==> src/rtl/ad9481_capture_ctrl_if.sv <==
// Purpose: bundles the capture controller's control, sample and buffer-write signals.
// Latency: none (wiring only).
// Backpressure: none; s_valid qualifies samples and the RAM write port always accepts.
// Ports:
//   start/abort/force_trig       capture control from software
//   trig_level/trig_edge         channel-A trigger threshold and polarity
//   s_valid/s_data               sample stream {chA, chB} from the ADC receiver
//   wr_en/wr_addr/wr_data        capture buffer RAM write port
//   trig_addr/frame_start        trigger sample address and oldest frame sample address
//   busy/done                    capture status
interface ad9481_capture_ctrl_if #(
    parameter int ADDR_W = 10
);
    logic              start;
    logic              abort;
    logic              force_trig;
    logic [7:0]        trig_level;
    logic              trig_edge;
    logic              s_valid;
    logic [15:0]       s_data;
    logic              wr_en;
    logic [ADDR_W-1:0] wr_addr;
    logic [15:0]       wr_data;
    logic [ADDR_W-1:0] trig_addr;
    logic [ADDR_W-1:0] frame_start;
    logic              busy;
    logic              done;

    // master: software/receiver side driving the controller
    modport master (
        output start, abort, force_trig, trig_level, trig_edge, s_valid, s_data,
        input  wr_en, wr_addr, wr_data, trig_addr, frame_start, busy, done
    );

    // slave: the capture controller itself
    modport slave (
        input  start, abort, force_trig, trig_level, trig_edge, s_valid, s_data,
        output wr_en, wr_addr, wr_data, trig_addr, frame_start, busy, done
    );
endinterface

==> src/rtl/ad9481_capture_ctrl.sv <==
// Purpose: pre/post-trigger capture of the AD9481 sample stream into a circular RAM buffer.
// Latency: each valid sample appears on the RAM write port exactly one sys_clk later.
// Backpressure: none; every qualified sample in a busy state is written, abort drops the stream.
// Ports:
//   sys_clk   capture clock (ADC receiver domain)
//   sys_rst   asynchronous active-high reset
//   cap       slave side of ad9481_capture_ctrl_if (control, samples, RAM write, status)
module ad9481_capture_ctrl #(
    parameter int ADDR_W = 10,
    parameter int PRE    = 256
) (
    input  logic                   sys_clk,
    input  logic                   sys_rst,
    ad9481_capture_ctrl_if.slave   cap
);
    localparam int DEPTH  = 1 << ADDR_W;
    localparam int POST_N = DEPTH - PRE;
    localparam int CW     = ADDR_W + 1;

    localparam logic [CW-1:0]     PRE_LAST  = CW'(PRE - 1);
    localparam logic [CW-1:0]     POST_LAST = CW'(POST_N - 1);
    localparam logic [ADDR_W-1:0] PRE_A     = ADDR_W'(PRE);

    typedef enum logic [2:0] {
        IDLE      = 3'd0,
        PRE_FILL  = 3'd1,
        WAIT_TRIG = 3'd2,
        POST      = 3'd3,
        DONE      = 3'd4
    } state_t;

    state_t            state_q, state_d;
    logic [ADDR_W-1:0] ptr_q, ptr_d;
    logic [CW-1:0]     cnt_q, cnt_d;
    logic [7:0]        prev_q, prev_d;
    logic              force_q, force_d;
    logic              wr_en_q, wr_en_d;
    logic [ADDR_W-1:0] wr_addr_q, wr_addr_d;
    logic [15:0]       wr_data_q, wr_data_d;
    logic [ADDR_W-1:0] taddr_q, taddr_d;
    logic [ADDR_W-1:0] fstart_q, fstart_d;

    logic [7:0]        cha;
    logic              hit;

    assign cha = cap.s_data[15:8];

    // Edge detect against the previous valid chA sample, unsigned compare.
    always_comb begin
        hit = 1'b0;
        if (cap.trig_edge) begin
            hit = (cha <= cap.trig_level) && (prev_q > cap.trig_level);
        end else begin
            hit = (cha >= cap.trig_level) && (prev_q < cap.trig_level);
        end
    end

    always_comb begin
        state_d   = state_q;
        ptr_d     = ptr_q;
        cnt_d     = cnt_q;
        prev_d    = prev_q;
        force_d   = force_q;
        wr_en_d   = 1'b0;
        wr_addr_d = wr_addr_q;
        wr_data_d = wr_data_q;
        taddr_d   = taddr_q;
        fstart_d  = fstart_q;

        if (cap.abort) begin
            // Abort beats everything, including a sample arriving this cycle.
            state_d = IDLE;
            force_d = 1'b0;
        end else begin
            unique case (state_q)
                IDLE, DONE: begin
                    if (cap.start) begin
                        state_d = PRE_FILL;
                        ptr_d   = '0;
                        cnt_d   = '0;
                    end
                end

                PRE_FILL: begin
                    if (cap.s_valid) begin
                        wr_en_d   = 1'b1;
                        wr_addr_d = ptr_q;
                        wr_data_d = cap.s_data;
                        ptr_d     = ptr_q + 1'b1;
                        prev_d    = cha;
                        if (cnt_q == PRE_LAST) begin
                            state_d = WAIT_TRIG;
                            cnt_d   = '0;
                        end else begin
                            cnt_d = cnt_q + 1'b1;
                        end
                    end
                end

                WAIT_TRIG: begin
                    // A software request only arms the latch; it fires on a later sample.
                    if (cap.force_trig) begin
                        force_d = 1'b1;
                    end
                    if (cap.s_valid) begin
                        wr_en_d   = 1'b1;
                        wr_addr_d = ptr_q;
                        wr_data_d = cap.s_data;
                        ptr_d     = ptr_q + 1'b1;
                        prev_d    = cha;
                        if (force_q || hit) begin
                            taddr_d  = ptr_q;
                            fstart_d = ptr_q - PRE_A;
                            force_d  = 1'b0;
                            // The trigger sample itself is post-sample number one.
                            cnt_d    = CW'(1);
                            state_d  = (POST_N == 1) ? DONE : POST;
                        end
                    end
                end

                POST: begin
                    if (cap.s_valid) begin
                        wr_en_d   = 1'b1;
                        wr_addr_d = ptr_q;
                        wr_data_d = cap.s_data;
                        ptr_d     = ptr_q + 1'b1;
                        prev_d    = cha;
                        if (cnt_q == POST_LAST) begin
                            state_d = DONE;
                        end else begin
                            cnt_d = cnt_q + 1'b1;
                        end
                    end
                end

                default: begin
                    state_d = IDLE;
                end
            endcase
        end
    end

    always_ff @(posedge sys_clk or posedge sys_rst) begin
        if (sys_rst) begin
            state_q   <= IDLE;
            ptr_q     <= '0;
            cnt_q     <= '0;
            prev_q    <= '0;
            force_q   <= 1'b0;
            wr_en_q   <= 1'b0;
            wr_addr_q <= '0;
            wr_data_q <= '0;
            taddr_q   <= '0;
            fstart_q  <= '0;
        end else begin
            state_q   <= state_d;
            ptr_q     <= ptr_d;
            cnt_q     <= cnt_d;
            prev_q    <= prev_d;
            force_q   <= force_d;
            wr_en_q   <= wr_en_d;
            wr_addr_q <= wr_addr_d;
            wr_data_q <= wr_data_d;
            taddr_q   <= taddr_d;
            fstart_q  <= fstart_d;
        end
    end

    assign cap.wr_en       = wr_en_q;
    assign cap.wr_addr     = wr_addr_q;
    assign cap.wr_data     = wr_data_q;
    assign cap.trig_addr   = taddr_q;
    assign cap.frame_start = fstart_q;
    assign cap.busy        = (state_q == PRE_FILL) || (state_q == WAIT_TRIG) || (state_q == POST);
    assign cap.done        = (state_q == DONE);
endmodule
==> src/flat_wrapper.sv <==
// flat-port wrapper written by rule: the top's interface ports become plain ports
module ad9481_capture_ctrl_flat 
#(
    parameter int ADDR_W = 10,
    parameter int PRE    = 256
)
  (sys_clk, sys_rst, cap_start, cap_abort, cap_force_trig, cap_trig_level, cap_trig_edge, cap_s_valid, cap_s_data, cap_wr_en, cap_wr_addr, cap_wr_data, cap_trig_addr, cap_frame_start, cap_busy, cap_done);
  ad9481_capture_ctrl_if #(.ADDR_W(ADDR_W)) cap_i ();
  input  logic sys_clk;
  input  logic sys_rst;
  input wire logic [$bits(cap_i.start)-1:0] cap_start;
  input wire logic [$bits(cap_i.abort)-1:0] cap_abort;
  input wire logic [$bits(cap_i.force_trig)-1:0] cap_force_trig;
  input wire logic [$bits(cap_i.trig_level)-1:0] cap_trig_level;
  input wire logic [$bits(cap_i.trig_edge)-1:0] cap_trig_edge;
  input wire logic [$bits(cap_i.s_valid)-1:0] cap_s_valid;
  input wire logic [$bits(cap_i.s_data)-1:0] cap_s_data;
  output wire logic [$bits(cap_i.wr_en)-1:0] cap_wr_en;
  output wire logic [$bits(cap_i.wr_addr)-1:0] cap_wr_addr;
  output wire logic [$bits(cap_i.wr_data)-1:0] cap_wr_data;
  output wire logic [$bits(cap_i.trig_addr)-1:0] cap_trig_addr;
  output wire logic [$bits(cap_i.frame_start)-1:0] cap_frame_start;
  output wire logic [$bits(cap_i.busy)-1:0] cap_busy;
  output wire logic [$bits(cap_i.done)-1:0] cap_done;
  assign cap_i.start = cap_start;
  assign cap_i.abort = cap_abort;
  assign cap_i.force_trig = cap_force_trig;
  assign cap_i.trig_level = cap_trig_level;
  assign cap_i.trig_edge = cap_trig_edge;
  assign cap_i.s_valid = cap_s_valid;
  assign cap_i.s_data = cap_s_data;
  assign cap_wr_en = cap_i.wr_en;
  assign cap_wr_addr = cap_i.wr_addr;
  assign cap_wr_data = cap_i.wr_data;
  assign cap_trig_addr = cap_i.trig_addr;
  assign cap_frame_start = cap_i.frame_start;
  assign cap_busy = cap_i.busy;
  assign cap_done = cap_i.done;
  ad9481_capture_ctrl #(.ADDR_W(ADDR_W), .PRE(PRE)) u_core (.sys_clk(sys_clk), .sys_rst(sys_rst), .cap(cap_i));
endmodule
==> config.mk <==
export PLATFORM = sky130hd
export DESIGN_NAME = ad9481_capture_ctrl_flat
export DESIGN_NICKNAME = d
export VERILOG_FILES = /design/src/rtl/ad9481_capture_ctrl_if.sv /design/src/rtl/ad9481_capture_ctrl.sv /design/src/flat_wrapper.sv
export SDC_FILE = /design/constraint.sdc
export NUM_CORES = 1
export LEC_CHECK = 0
export ABC_AREA = 1
export ABC_CLOCK_PERIOD_IN_PS = 2160
export CAP_MARGIN = 20
export CORE_MARGIN = 4
export CORE_UTILIZATION = 42
export CTS_CLUSTER_SIZE = 24
export DETAILED_ROUTE_END_ITERATION = 12
export PLACE_DENSITY_LB_ADDON = 0.3
export SLEW_MARGIN = 20
export SYNTH_ARGS = -nofsm -noshare
export SYNTH_HDL_FRONTEND = slang
export SYNTH_SLANG_ARGS = --single-unit
==> constraint.sdc <==
create_clock -name sys_clk -period 2.16 [get_ports sys_clk]
set_input_delay 0.54 -clock sys_clk [delete_from_list [all_inputs] [get_ports sys_clk]]
set_output_delay 0.54 -clock sys_clk [all_outputs]
set_load 0.05 [all_outputs]
==> flow_metrics.tcl <==
set metrics [dict create \
    ys_types 39 \
    leakage_uw 0.00250 \
    stdcell_area_um2 5080 \
    setup_viol 0 \
    crit_required_ps 1620 \
    regArea_um2 1600 \
    die_area_um2 9920 \
    ys_seq_elements 64 \
    cp_slowest_stage_delay_ps 830 \
    syn_nets 473 \
    crit_path_max_fanout 3 \
    vias 3107 \
    drt-vias-per-instance 4.96 \
    antenna_left 0 \
    dp_slack_ps -385 \
    h-tree-depth 3 \
    maxCapViolations 0 \
    ys.flop_type "dfrtp_1" \
    wl_met2_mm 4.18 \
    place_hpwl_mm 5.90 \
    dieWidth_um 99.6 \
    syn_avg_cell_area_um2 8.31 \
    clk_pin_slew_ps 70 \
    fin_crit_ps 2110 \
    fillers 678 \
    finalHoldViolCount 0 \
    seq_area_frac_synth_pct 45.5 \
    yosysTopAreaCell "dfrtp_1" \
    grt_use_total_pct 16.6 \
    min_path_type "primary input to flop" \
    cts_root_buf "clkbuf_8" \
    synth_edf_count 0 \
    final_util_pct 62.1 \
    post_dp_cell_area_um2 4520 \
    first_global_vias 2967 \
    outcome "finished clean" \
    multi_input_area_um2 1830 \
    io_pins 80 \
    clkSinkCount 64 \
    reg2reg_setup_slack_ps 120 \
    place_congestion 0.866 \
    dr.pass1.iters 4 \
    final.setup_skew_ps 8.73 \
    whs_endpoint "u_core.cap.wr_data[8]$_DFFE_PP0P_" \
    r2r_start "u_core.cap.wr_data[11]$_DFFE_PP0P_" \
    drt-initial-drc-count 109 \
    portBuffers 79 \
    r2r-end "u_core.cap.trig_addr[2]$_DFFE_PP0P_" \
    grt_max_degree 33 \
    cts_hold_buf 0 \
    wl_per_cell_um 13.6 \
    cts.path.max_buffers 2 \
    r2r_cells 12 \
    netlist_area_um2 3520 \
    syn_inst 424 \
    clk_latency_ps 340 \
    report.final.slew_viol_count 0 \
    finalWorstSetupSlack_ps 51.8 \
    core-area_um2 8180 \
    critPathArrivalTime_ps 1570 \
    worst_pin_slew_ps 528 \
    crit_chain "clkdlybuf4s50_1" \
    relSlewSlack_pct 64.7 \
    syn_to_final_growth_pct 44.1 \
    die_h_um 99.6 \
    async_flop_share_pct 100 \
    fin_crit_sh_pct 97.6 \
    yosys-top-cells-count "126 x nand2_1, 64 x dfrtp_1, 44 x inv_1" \
    fmax_mhz 474 \
    synth_top_area_share_pct 45.5 \
    vdd.ir_drop.worst_uv 613 \
    path_class "flop to primary output" \
    antenna_cells 0 \
    wl_met3_um 423 \
    top_layer "met4" \
    synth.most_common_cell "nand2_1" \
    cts_tree "done" \
    p_per_area_nw_per_um2 1260 \
    start_util_pct 43.1 \
    final_nets 566 \
    end_kind "primary output" \
    path_depth 1 \
    worstHoldPathCells 3 \
    start_kind "flop" \
    path_delay_family "buffers and inverters" \
    yosysWarnings 0 \
    path_buf_inv 1 \
    globalRouteOverflowTotal 0 \
    worstHoldStart "cap_s_data[8]" \
    drc 0 \
    wirelength_mm 8.49 \
    grt_antenna_before_repair 0 \
    placementRows 33 \
    cts_buffers 9 \
    grt_first_pass_wirelength_mm 13.4 \
    met1_length_mm 3.72 \
    drive_gt1_share_pct 20.2 \
    cp_slowest_cell "clkdlybuf4s50_1" \
    synthTopCellsByArea "dfrtp_1 45%, nand2_1 13%, ha_1 6.4%" \
]
==> power by group <==
part	internal (µW)	leakage, µW	switching, µW
Combinational	1160	0.00154	2180
Sequential	1530	0.000848	264
Clock	794	0.000117	449
==> per-stage QoR <==
| step | power, µW | setup TNS [ps] | hold slack, ps | std cells |
|---|---|---|---|---|
| 4_1_cts | 6240 | 0 | 476 | 622 |
| 3_5_place_dp | 4970 | -8860 | 459 | 607 |
| 2_1_floorplan | 3940 | 0 | 480 | 424 |
| 5_1_grt | 6740 | -1.40 | 479 | 626 |
| 6_report | 6390 | 0 | 470 | 626 |
| 3_3_place_gp | 4920 | -7950 | 453 | 607 |
==> layout make-up <==
cell class              count  area share [%]
inverters                  48            3.55
well taps                 105            2.59
repair buffers             99            21.7
multi-input cells         295            36.0
clock buffers              12            2.86
clock inverters             3            1.77
flip-flops and latches     64            31.5
==> flip-flops by register name, summed over array words and instances (netlist names) <==
name / count
u_core.force_q: 1
u_core.cnt_q: 11
u_core.cap.wr_en: 1
u_core.cap.trig_addr: 10
u_core.cap.wr_addr: 10
u_core.cap.frame_start: 2
u_core.ptr_q: 10
u_core.state_q: 3
u_core.cap.wr_data: 16
==> placed cells by master, fill, tap and decap left out, types with 6 or more instances in the layout <==
| master | instances |
|---|---|
| nand2_1 | 119 |
| dfrtp_1 | 64 |
| clkdlybuf4s50_1 | 57 |
| inv_1 | 35 |
| o21ai_1 | 33 |
| nor2_1 | 20 |
| dlymetal6s2s_1 | 20 |
| nand3_1 | 16 |
| inv_2 | 13 |
| buf_4 | 13 |
| nand2_2 | 11 |
| o21ai_0 | 10 |
| ha_4 | 10 |
| clkbuf_8 | 10 |
| ha_1 | 8 |
| nor2_2 | 7 |
| buf_12 | 6 |
==> what timing repair did <==
item / CTS / global route
gates cloned: 0 / 3
gates resized for setup: 2 / 58
pin swaps: 0 / 16
endpoints found under the setup margin: 12 / 27
setup buffers: 0 / 1
==> how the worst max path moves through the flow <==
stage          slack [ps]                               endpoint                               start
6_report               50                        cap_wr_data[15]  u_core.cap.wr_data[15]$_DFFE_PP0P_
5_1_grt                -1    u_core.cap.trig_addr[7]$_DFFE_PP0P_  u_core.cap.wr_data[11]$_DFFE_PP0P_
4_1_cts                20    u_core.cap.trig_addr[5]$_DFFE_PP0P_                   cap_trig_level[7]
3_5_place_dp         -380    u_core.cap.trig_addr[5]$_DFFE_PP0P_                   cap_trig_level[7]
3_3_place_gp         -330    u_core.cap.trig_addr[2]$_DFFE_PP0P_                   cap_trig_level[7]
2_1_floorplan          20  u_core.cap.frame_start[8]$_DFFE_PP0P_                             sys_rst
==> kinds of logic after synthesis <==
family	after synthesis	share of synthesized area (%)
DFF	64	45.5
and+or+nand+nor	213	29.4
buffers and inverters	65	8.42
adders and majority gates	18	6.39
AOI/OAI and AO/OA	61	9.55
xor gates and xnor gates	3	0.746
==> layer usage <==
layer  GRT usage (%)  vias up
met1            21.1     1468
met3            3.09       17
li1                -     1546
met5               0        -
met4            6.51        0
met2            28.0       76
Power figures use the tool's default switching activity.
